**src/rtl/id_ex_stage.sv**
```systemverilog
// ID/EX pipeline register: captures decoded fields, inserts bubbles on flush/load-use,
// and selects EX operands. Optional macro FORWARD_EN adds EX/MEM and MEM/WB forwarding.
module id_ex_stage #(
    parameter int DATA_W = 32
) (
    input  logic              clk,
    input  logic              reset,
    input  logic              stall,
    input  logic              flush,
    input  logic              id_valid,
    input  logic [4:0]        id_ALUCtl,
    input  logic              id_Sign,
    input  logic [2:0]        id_BranchType,
    input  logic              id_ALUSrc1,
    input  logic              id_ALUSrc2,
    input  logic [DATA_W-1:0] id_rs_data,
    input  logic [DATA_W-1:0] id_rt_data,
    input  logic [DATA_W-1:0] id_imm,
    input  logic [4:0]        id_shamt,
    input  logic [4:0]        id_rs,
    input  logic [4:0]        id_rt,
    input  logic [4:0]        id_wr_reg,
    input  logic              id_RegWrite,
    input  logic              id_MemRead,
    input  logic              id_MemWrite,
    input  logic              mem_RegWrite,
    input  logic [4:0]        mem_wr_reg,
    input  logic [DATA_W-1:0] mem_result,
    input  logic              wb_RegWrite,
    input  logic [4:0]        wb_wr_reg,
    input  logic [DATA_W-1:0] wb_data,
    output logic [DATA_W-1:0] ex_in1,
    output logic [DATA_W-1:0] ex_in2,
    output logic [4:0]        ex_ALUCtl,
    output logic              ex_Sign,
    output logic [2:0]        ex_BranchType,
    output logic [DATA_W-1:0] ex_store_data,
    output logic [4:0]        ex_wr_reg,
    output logic              ex_RegWrite,
    output logic              ex_MemRead,
    output logic              ex_MemWrite,
    output logic              ex_valid,
    output logic              load_use_stall
);

    typedef struct packed {
        logic              valid;
        logic [4:0]        alu_ctl;
        logic              sign;
        logic [2:0]        branch_type;
        logic              alu_src1;
        logic              alu_src2;
        logic [DATA_W-1:0] rs_data;
        logic [DATA_W-1:0] rt_data;
        logic [DATA_W-1:0] imm;
        logic [4:0]        shamt;
        logic [4:0]        rs;
        logic [4:0]        rt;
        logic [4:0]        wr_reg;
        logic              reg_write;
        logic              mem_read;
        logic              mem_write;
    } ex_regs_t;

    ex_regs_t          ex_q;
    ex_regs_t          ex_d;
    logic              producer;
    logic [DATA_W-1:0] fwd_rs;
    logic [DATA_W-1:0] fwd_rt;

    // Register 0 is hard-wired, so a write to it never matches.
    function automatic logic reg_hit(input logic we, input logic [4:0] wr, input logic [4:0] idx);
        return we && (wr != 5'd0) && (wr == idx);
    endfunction

    function automatic ex_regs_t bubble();
        ex_regs_t b;
        b             = '0;
        b.alu_ctl     = 5'b11111;
        b.branch_type = 3'b111;
        return b;
    endfunction

`ifdef FORWARD_EN
    assign producer = ex_q.mem_read;

    always_comb begin
        fwd_rs = ex_q.rs_data;
        fwd_rt = ex_q.rt_data;
        if (reg_hit(mem_RegWrite, mem_wr_reg, ex_q.rs))
            fwd_rs = mem_result;
        else if (reg_hit(wb_RegWrite, wb_wr_reg, ex_q.rs))
            fwd_rs = wb_data;
        if (reg_hit(mem_RegWrite, mem_wr_reg, ex_q.rt))
            fwd_rt = mem_result;
        else if (reg_hit(wb_RegWrite, wb_wr_reg, ex_q.rt))
            fwd_rt = wb_data;
    end
`else
    // Without forwarding, any in-flight writer must drain before a dependent issues.
    logic unused_fwd;

    assign producer   = ex_q.mem_read | ex_q.reg_write;
    assign fwd_rs     = ex_q.rs_data;
    assign fwd_rt     = ex_q.rt_data;
    assign unused_fwd = ^{mem_RegWrite, mem_wr_reg, mem_result, ex_q.rs, ex_q.rt};
`endif

    assign load_use_stall = ex_q.valid && producer && id_valid &&
                            (reg_hit(1'b1, ex_q.wr_reg, id_rs) || reg_hit(1'b1, ex_q.wr_reg, id_rt));

    always_comb begin
        ex_d = ex_q;
        if (flush) begin
            ex_d = bubble();
        end else if (stall) begin
            ex_d = ex_q;
        end else if (load_use_stall) begin
            ex_d = bubble();
        end else begin
            ex_d.valid       = id_valid;
            ex_d.alu_ctl     = id_ALUCtl;
            ex_d.sign        = id_Sign;
            ex_d.branch_type = id_BranchType;
            ex_d.alu_src1    = id_ALUSrc1;
            ex_d.alu_src2    = id_ALUSrc2;
            ex_d.rs_data     = reg_hit(wb_RegWrite, wb_wr_reg, id_rs) ? wb_data : id_rs_data;
            ex_d.rt_data     = reg_hit(wb_RegWrite, wb_wr_reg, id_rt) ? wb_data : id_rt_data;
            ex_d.imm         = id_imm;
            ex_d.shamt       = id_shamt;
            ex_d.rs          = id_rs;
            ex_d.rt          = id_rt;
            ex_d.wr_reg      = id_wr_reg;
            ex_d.reg_write   = id_RegWrite;
            ex_d.mem_read    = id_MemRead;
            ex_d.mem_write   = id_MemWrite;
        end
    end

    always_ff @(posedge clk or posedge reset) begin
        if (reset)
            ex_q <= bubble();
        else
            ex_q <= ex_d;
    end

    assign ex_in1        = ex_q.alu_src1 ? {{(DATA_W-5){1'b0}}, ex_q.shamt} : fwd_rs;
    assign ex_in2        = ex_q.alu_src2 ? ex_q.imm : fwd_rt;
    assign ex_store_data = fwd_rt;
    assign ex_ALUCtl     = ex_q.alu_ctl;
    assign ex_Sign       = ex_q.sign;
    assign ex_BranchType = ex_q.branch_type;
    assign ex_wr_reg     = ex_q.wr_reg;
    assign ex_RegWrite   = ex_q.reg_write;
    assign ex_MemRead    = ex_q.mem_read;
    assign ex_MemWrite   = ex_q.mem_write;
    assign ex_valid      = ex_q.valid;

endmodule

```
**config.mk**
```make
export PLATFORM = sky130hd
export DESIGN_NAME = id_ex_stage
export DESIGN_NICKNAME = d
export VERILOG_FILES = /design/src/rtl/id_ex_stage.sv
export SDC_FILE = /design/constraint.sdc
export NUM_CORES = 1
export LEC_CHECK = 0
export CORE_ASPECT_RATIO = 0.9
export CORE_UTILIZATION = 26
export DETAILED_ROUTE_END_ITERATION = 12
export GPL_ROUTABILITY_DRIVEN = 0
export SETUP_SLACK_MARGIN = 0.5
export SLEW_MARGIN = 15
export SYNTH_ARGS = -nofsm -noshare
export SYNTH_HDL_FRONTEND = slang
export SYNTH_SLANG_ARGS = --single-unit
```
**constraint.sdc**
```tcl
create_clock -name clk -period 7.9 [get_ports clk]
set_input_delay 1.58 -clock clk [delete_from_list [all_inputs] [get_ports clk]]
set_output_delay 1.58 -clock clk [all_outputs]
set_load 0.01 [all_outputs]
```
* Yosys cells after proc, flatten, opt, wreduce, memory -nomap -nowiden
Index checks and enable logic that the tools add are counted.
** Cells by class
- Order comparisons :: 0
- Equality and inequality tests :: 5
- Div/mod/pow operators :: 0
- Shifts and indexed selects :: 0
- Bitwise operators :: 1
- $add $sub $neg :: 0
- Reduce and logical (&&, ||, !) cells :: 11
- Muxes and demuxes :: 7
- Multipliers :: 0
** Operators with widths (count)
- two-way mux 131 bit :: 3
- two-way mux 32 bit :: 4
- equality test 5 bit :: 4
- nonzero test 5 bit :: 2
- logical AND 1 bit :: 8
- inequality test 2 x 1 -> 1 bit, second input constant :: 1
- logical OR 1 bit :: 1
- OR 1 bit :: 1
** Word-level totals
- Memory bits (read-only) :: 0
- Latch bits :: 0
- Memories :: 0
- Word-level logic and storage cells :: 38
- Output and inout port bits :: 115
- Memory bits (writable) :: 0
- Register bits after elaboration :: 121

* Depth between registers and ports, before layout
Gate-level depths: netlist of run 1.
- Word-level depth :: 7
- Gate-level depth with buffers :: 7
- Depth with buffers taken out :: 5

* Worst setup path after synthesis of run 1
No wires, ideal clock.
- Kind :: input-to-output
- From :: input port id_rt[2]
- To :: output port load_use_stall
- Data required time :: 6.320 ns
- Slack :: 4.109 ns
- Cell stages on the path :: 4
- Path buffers :: 0
- Arrival time :: 2.211 ns
- Cell sequence :: xor2_1 -> nor3_1 -> a22oi_2 -> nor2_1
** On the way
- Longest elaborated chain between the ends :: 4
** RTL lines
- from (decl) :: RTL line 21 : input logic [4:0] id_rt,
- equality test 5 bit :: RTL line 73 : return we && (wr != 5'd0) && (wr == idx);
- logical AND 1 bit :: RTL line 73
- logical OR 1 bit :: RTL line 110 : (reg_hit(1'b1, ex_q.wr_reg, id_rs) || reg_hit(1'b1, ex_q.wr_reg, id_rt));
- logical AND 1 bit :: RTL line 109 : assign load_use_stall = ex_q.valid && producer && id_valid &&
- to (decl) :: RTL line 43 : output logic load_use_stall
Every way passes these cells.

* Final worst setup path of run 1
Same ends and word-level chain as after synthesis.

==> out/qor.yml, run 1 <==
grt.overflow.total: 0
power_w: 0.00185
cp-end-kind: "output port"
grt_max_degree: 68
syn-num-nets: 771
ctsHtreeMaxLevel: 4
setup_violations: 0
via_per_inst: 4.55
slowest_delay_ps: 560
grt_pass1_wl_um: 30700
area_delta_synth_final_pct: 55.2
rows: 53
fp.dieArea_um2: 24500
ys_warn_count: 0
drc: 0
avgSynthCellArea_um2: 11.1
cpMaxStageDelayCell: "clkdlybuf4s50_1"
fin_area_um2: 9660
start_util_pct: 26.6
mostFrequentLayoutCell: "clkdlybuf4s50_1"
clockRootBuffer: "clkbuf_16"
finalHoldViolCount: 0
layout_common_cells: "287 x clkdlybuf4s50_1, 111 x dfrtp_1, 65 x nand2_1, 64 x mux2i_1, 62 x o21ai_1"
wl_per_cell_um: 18.3
cts.path.max_buffers: 2
hold_path_class: "reg2reg"
antenna_found_initial: 0
worst-path-buf-inv: 2
synth.largest_area_cell: "dfrtp_1"
drt-initial-drc-count: 287
cts_resized: 0
post_cts_buffers: 0
worstMarginPinSlew_ps: 1100
hpwl_um: 13900
layout-drive-gt1-share_pct: 11.9
period_share_pct: 61.6
numCtsBuffers: 17
cts.sinks: 121
yosysUniqueCellTypes: 31
n_fill_cell: 2304
clk-insertion-delay-late_ps: 410
report.final.slew_viol_count: 0
num_antenna_cells: 0
fin_worst_skew_ps: 7.17
finalSetupTns_ps: 0
seq_area_frac_synth_pct: 48.8
syn-cell-area_um2: 6220
power_leakage_nw: 3.88
grt_usage_pct: 16.6
synth_top_area_share_pct: 45.5
port_buffers: 287
vias: 5034
critPathKind: "in2out"
path_clk_slew_ps: 50
place_area_um2: 9010
p_per_area_nw_per_um2: 192
firstDrtPassIters: 4
slew-limit-headroom_pct: 26.5
cap_viol_max_count: 0
critPathTopFamily: "buffers and inverters"
ir_worst_vdd_mv: 0.101
ys_top_cells_by_area: "dfrtp_1 45%, mux2i_1 10%, a22o_1 6.9%, mux2_2 6.7%, buf_4 5.7%"
rsz0062_at_grt: "no"
ys_ff_latch: 121
path_cells: "clkdlybuf4s50_1 -> xor2_1 -> nor3_1 -> a22oi_2 -> nor2_1 -> clkdlybuf4s50_1"
utilization_pct: 41.2
cts_tree: "yes"
start_kind: "input pin"
core_um2: 23400
synth_cells: 560
die_x_um: 165
cp_max_fo: 3
grt_pass1_vias: 5262
nets: 1002
route.antenna.remaining_nets: 0
fin_crit_ps: 4870
cts_hold_buf: 0
crit_arrival_ps: 3290
die_height_um: 149
top_register: "ex_q"
totalWireLength_um: 20300
largest_reg_flops: 39
cp_data_required_time_ps: 6320
ios: 326
max_freq_mhz: 205
cpMostUsedCell: "clkdlybuf4s50_1"
status: "complete, no violations"
logic make-up (layout without fill, tap and decap cells):
family                    count (synthesis)  count (layout)  share of synthesized area, %
DFF                                     121             121                          48.8
buffers and inverters                    85             329                          8.81
AOI/OAI and AO/OA                       126             126                          14.0
xor gates and xnor gates                 20              20                          2.82
and+or+nand+nor                         107             107                          8.49
muxes                                   101             101                          17.0
worst paths after layout:
check                        startpoint             end  slack [ps]  depth (start not counted)
hold reg to reg              fwd_rs[29]      fwd_rs[29]         470                          2
setup reg to reg           ex_wr_reg[2]      fwd_rs[12]        5130                          6
max in group asynchronous         reset      fwd_rs[25]        5300                          3
hold / removal               fwd_rs[29]      fwd_rs[29]         470                          2
min in group asynchronous         reset        ex_q[33]        1540                          2
setup / recovery               id_rt[2]  load_use_stall        3030                          6
Yosys cell counts, drive strengths merged:
cell type / n
a22o: 49
a22oi: 1
buf: 58
clkbuf: 26
dfrtp: 113
dfstp: 8
inv: 1
mux2: 37
mux2i: 64
nand2: 65
nand2b: 1
nand3: 2
nor2: 5
nor2b: 28
nor3: 3
nor4: 2
o2111ai: 1
o21a: 1
o21ai: 66
o22a: 8
or4: 1
xnor2: 6
xor2: 14
power by group:
group	internal (W)	total [W]	leakage [nW]	switching (W)
sequential	0.000657	0.000688	1.58	0.0000311
clock	0.000555	0.000849	0.307	0.000294
combinational	0.000190	0.000315	1.99	0.000125
total	0.00140	0.00185	3.88	0.000450
through the flow:
step | hold WS [ps] | setup WS (ps) | std cells
2_1_floorplan | 442 | 3120 | 560
5_1_grt | 491 | 2940 | 1106
3_5_place_dp | 467 | 3010 | 1074
4_1_cts | 480 | 3000 | 1106
3_3_place_gp | 458 | 3000 | 1074
6_report | 473 | 3030 | 1106
area by class of cell:
cell class,instances,area (um^2),share of cell area [%]
Inverter,1,6.26,0.0648
Tap cell,302,378,3.91
Clock inverter,10,166,1.72
Timing Repair Buffer,296,2940,30.5
Sequential cell,121,3040,31.5
Clock buffer,22,474,4.91
Multi-Input combinational cell,354,2650,27.4
routing by layer:
layer  vias to the layer above  part of all wire, %  global-route usage, %
met5                         -                    0                      0
met4                         0                 0.95                   3.90
met3                         9                  8.4                   5.59
met2                       192                   46                   26.6
met1                      2444                   45                   21.6
li1                       2389                    -                      -
worst min-delay path: cells and delay by family (launching register included):
kind,cells,cell delay (ps)
AND/OR/NAND/NOR,1,50
flip-flops,1,330
AO/OA/AOI/OAI,1,60
No activity file was read; power rests on OpenSTA's default activity.
==> run 2, diff against run 1 <==
==> constraint.sdc (replaced) <==
create_clock -name clk -period 4.8 [get_ports clk]
set_input_delay 0.96 -clock clk [delete_from_list [all_inputs] [get_ports clk]]
set_output_delay 0.96 -clock clk [all_outputs]
set_load 0.01 [all_outputs]
==> run 2 against run 1 <==
Compared with the run above: power is 67% higher; via count about the same; hold slack gained 1.1 ps; cell count up 0.18%; largest power group unchanged; register-to-register slack lost 2600 ps; critical endpoint unchanged; design area is 0.49% higher; setup slack lost 1800 ps; combinational power rose by 66%; highest routed layer unchanged; largest cell class unchanged; sequential share of layout area is 0.15 points lower; critical path depth unchanged.
==> out/qor.yml, run 2 (synthesis gave the netlist of run 1 again) <==
ir_worst_vdd_mv: 0.187
vias: 5031
finalSetupTns_ps: 0
die_height_um: 149
finalHoldViolCount: 0
grt_pass1_vias: 5104
fin_area_um2: 9700
setup_violations: 0
die_x_um: 165
path_cells: "clkdlybuf4s50_1 -> xor2_1 -> nor3_1 -> a22oi_2 -> nor2_1 -> clkdlybuf4s50_1"
p_per_area_nw_per_um2: 320
port_buffers: 287
fp.dieArea_um2: 24500
cts_hold_buf: 0
drt-initial-drc-count: 217
period_share_pct: 75.2
grt_pass1_wl_um: 30500
rows: 53
antenna_found_initial: 0
grt_max_degree: 107
power_leakage_nw: 3.90
report.final.slew_viol_count: 0
top_register: "ex_q"
layout_common_cells: "287 x clkdlybuf4s50_1, 111 x dfrtp_1, 65 x nand2_1, 64 x mux2i_1, 62 x o21ai_1"
fin_crit_ps: 3610
cp-end-kind: "output port"
worst-path-buf-inv: 2
hold_path_class: "reg2reg"
layout-drive-gt1-share_pct: 12.3
rsz0062_at_grt: "no"
num_antenna_cells: 0
status: "complete, no violations"
mostFrequentLayoutCell: "clkdlybuf4s50_1"
ctsHtreeMaxLevel: 4
cp_data_required_time_ps: 3840
drc: 0
grt.overflow.total: 0
worst_hold_slack_ps: 474
critPathTopFamily: "buffers and inverters"
start_util_pct: 26.6
cp_max_fo: 3
cts_resized: 0
numCtsBuffers: 17
crit_arrival_ps: 2650
pre_cts_ws_ps: 1170
critPathKind: "in2out"
route.antenna.remaining_nets: 0
via_per_inst: 4.54
nets: 1004
cts_tree: "yes"
slew-limit-headroom_pct: 35.8
firstDrtPassIters: 4
totalWireLength_um: 20400
grt_usage_pct: 16.6
area_delta_synth_final_pct: 56.0
clk-insertion-delay-late_ps: 410
post_cts_buffers: 0
start_kind: "input pin"
max_freq_mhz: 277
cap_viol_max_count: 0
ios: 326
cts.sinks: 121
cts.path.max_buffers: 2
cpMostUsedCell: "clkdlybuf4s50_1"
path_clk_slew_ps: 60
cpMaxStageDelayCell: "clkdlybuf4s50_1"
fin_worst_skew_ps: 6.86
clockRootBuffer: "clkbuf_16"
hpwl_um: 13900
place_area_um2: 9040
worstMarginPinSlew_ps: 963
slowest_delay_ps: 560
setup_ws_ps: 1190
core_um2: 23400
largest_reg_flops: 39
wl_per_cell_um: 18.4
-- run 2: report_power, final --
group / total [W] / internal (W) / switching (W)
Clock: 0.00145 / 0.000943 / 0.000504
Sequential: 0.00113 / 0.00108 / 0.0000508
Combinational: 0.000522 / 0.000314 / 0.000208
Total: 0.00310 / 0.00234 / 0.000762
-- run 2: per-layer routing --
layer  share of wire, %  track usage, %  wire length (um)
met4               0.61            2.98               124
met1                 46            22.0              9430
met2                 46            26.4              9350
met3                7.3            5.64              1500
met5                  0               0                 0
-- run 2: area by class of cell --
| cell class | instances | area (um^2) |
|---|---|---|
| Sequential cell | 121 | 3040 |
| Inverter | 1 | 6.26 |
| Tap cell | 302 | 378 |
| Multi-Input combinational cell | 354 | 2650 |
| Clock inverter | 13 | 218 |
| Clock buffer | 19 | 443 |
| Fill cell | 2293 | 13700 |
| Timing Repair Buffer | 298 | 2970 |
-- run 2: worst reg2reg max path: stages (launching register included) --
cell and delay [ps]:
dfrtp_1 460, xor2_1 220, nor3_2 80, a22oi_2 280
o21a_2 550, buf_4 370, a22o_1 190
-- run 2: worst paths after layout --
kind / start / endpoint / slack (ps) / cells past startpoint
min in group asynchronous: reset / ex_q[32] / 1110 / 2
worst min-delay path: fwd_rs[24] / fwd_rs[24] / 470 / 2
worst max-delay path: id_rt[2] / load_use_stall / 1190 / 6
worst max register to register: ex_wr_reg[0] / ex_q[50] / 2580 / 6
max in group asynchronous: reset / fwd_rs[7] / 2750 / 3
worst min register to register: fwd_rs[24] / fwd_rs[24] / 470 / 2
-- run 2: stage by stage --
stage          total power (W)  instances  utilization [%]
5_1_grt                0.00324       1108             41.5
2_1_floorplan          0.00137        560                -
6_report               0.00310       1108             41.5
3_3_place_gp           0.00168       1076             38.6
4_1_cts                0.00316       1108             41.5
3_5_place_dp           0.00168       1076             38.6
==> run 3, diff against run 2 <==
==> constraint.sdc (replaced) <==
create_clock -name clk -period 3.15 [get_ports clk]
set_input_delay 0.63 -clock clk [delete_from_list [all_inputs] [get_ports clk]]
set_output_delay 0.63 -clock clk [all_outputs]
set_load 0.01 [all_outputs]
==> run 3 against run 2 <==
Compared with the run above: non-clock buffer count increased by 7; count of clock-buffer cells in the layout stayed put; critical path type unchanged; sequential share of layout area down 0.34 points; sequential power rose by 51%; clock skew is 3.0 ps higher; power increased by 46%; design area up 1.3%; routed wire length down 1.3%; global-route usage decreased by 0.065 points; core utilization rose by 0.52 points; first-iteration DRC count shrank 9.7%.
==> out/qor.yml, run 3 (synthesis gave the netlist of run 1 again) <==
clockRootBuffer: "clkbuf_16"
core_um2: 23400
hold_path_class: "reg2reg"
period_share_pct: 82.9
worst-path-buf-inv: 2
ios: 326
numCtsBuffers: 17
nets: 1011
route.antenna.remaining_nets: 0
drt-initial-drc-count: 196
power_leakage_nw: 3.94
antenna_found_initial: 1
setup_violations: 0
status: "complete, no violations"
worstMarginPinSlew_ps: 700
wl_per_cell_um: 18.0
ctsHtreeMaxLevel: 4
n_fill_cell: 2267
start_kind: "input pin"
area_delta_synth_final_pct: 58.0
grt_pass1_wl_um: 30400
layout_common_cells: "285 x clkdlybuf4s50_1, 111 x dfrtp_1, 65 x nand2_1, 64 x mux2i_1, 62 x o21ai_1"
ir_worst_vdd_mv: 0.352
via_per_inst: 4.51
cp-end-kind: "output port"
cp_data_required_time_ps: 2520
die_x_um: 165
cts.path.max_buffers: 2
cpMaxStageDelayCell: "clkdlybuf4s50_1"
mostFrequentLayoutCell: "clkdlybuf4s50_1"
die_height_um: 149
worst_hold_slack_ps: 477
critPathTopFamily: "buffers and inverters"
finalHoldViolCount: 0
rsz0062_at_grt: "yes"
clk-insertion-delay-late_ps: 410
hpwl_um: 14000
cts.sinks: 121
fin_worst_skew_ps: 9.85
grt.overflow.total: 0
fin_crit_ps: 2610
port_buffers: 287
crit_cells: 6
rows: 53
vias: 5035
cts_tree: "yes"
firstDrtPassIters: 6
cap_viol_max_count: 0
max_freq_mhz: 383
crit_arrival_ps: 1980
ff2ff_path_depth: 7
path_cells: "clkdlybuf4s50_1 -> xor2_1 -> nor3_2 -> a22oi_2 -> nor2_1 -> clkdlybuf4s15_1"
grt_max_degree: 122
cp_max_fo: 2
layout-drive-gt1-share_pct: 13.3
grt_pass1_vias: 5183
finalSetupTns_ps: 0
pre_cts_ws_ps: 167
slowest_delay_ps: 520
totalWireLength_um: 20100
top_register: "ex_q"
path_clk_slew_ps: 60
report.final.slew_viol_count: 0
hold_path_depth: 2
critPathKind: "in2out"
grt_usage_pct: 16.5
slew-limit-headroom_pct: 53.3
p_per_area_nw_per_um2: 460
largest_reg_flops: 39
fp.dieArea_um2: 24500
start_util_pct: 26.6
setup_ws_ps: 538
drc: 0
run 3: cell types whose count changed in the layout (fill, tap and decap cells not counted), sizes merged:
cell,previous run,this run
buf,11,18
bufinv,5,2
clkinvlp,2,5
clkdlybuf4s50,287,285
clkdlybuf4s15,0,1
diode,0,1
dlymetal6s2s,0,1
run 3: final timing paths:
kind | from | endpoint | slack (ps)
worst max-delay path | id_rs[0] | load_use_stall | 540
worst min-delay path | fwd_rs[17] | fwd_rs[17] | 480
worst max register to register | ex_wr_reg[2] | fwd_rs[30] | 1090
worst min register to register | fwd_rs[17] | fwd_rs[17] | 480
max in group asynchronous | reset | fwd_rs[16] | 1850
min in group asynchronous | reset | ex_wr_reg[0] | 770
run 3: worst min-delay path: cells and delay by family (launching register included):
kind / cells / cell delay [ps]
simple gates: 1 / 40
flops: 1 / 330
compound gates: 1 / 60
run 3: cell type report:
cell class                      count  area [um^2]  area share, %
Inverter                            1         7.51         0.0764
Timing Repair Buffer              305         3140           32.0
Tap cell                          302          378           3.85
Sequential cell                   121         3050           31.0
Multi-Input combinational cell    354         2660           27.0
Antenna cell                        1         2.50         0.0255
Clock buffer                       19          453           4.61
Clock inverter                     13          144           1.46
run 3: metal layers:
metal  vias to the layer above  global-route usage, %  wire length (um)
li1                       2412                      -                 -
met1                      2415                   21.9              9110
met2                       191                   25.8              9170
met3                        17                   4.98              1580
met4                         0                   5.00               284
met5                         -                      0                 0
run 3: through the flow:
step	util [%]	total power, W	area [um^2]	std cells
floorplan	-	0.00209	6220	560
global placement	39.1	0.00256	9140	1079
detailed placement	39.1	0.00257	9140	1079
CTS	41.8	0.00460	9780	1113
global route	42.0	0.00473	9820	1116
finish	42.0	0.00452	9820	1116
run 3: report_power, final:
part           total, W  internal [W]  switching (W)
clock network   0.00198       0.00121       0.000764
registers       0.00171       0.00165      0.0000601
logic          0.000832      0.000497       0.000335
total           0.00452       0.00336        0.00116
run 3: repair_timing:
item / in CTS / in global routing
hold endpoints to repair: 0 / 0
pin swaps: 0 / 1
buffers inserted: 2 / 2
hold buffers: 0 / 0
setup endpoints to repair: 49 / 7
resized for setup: 4 / 2
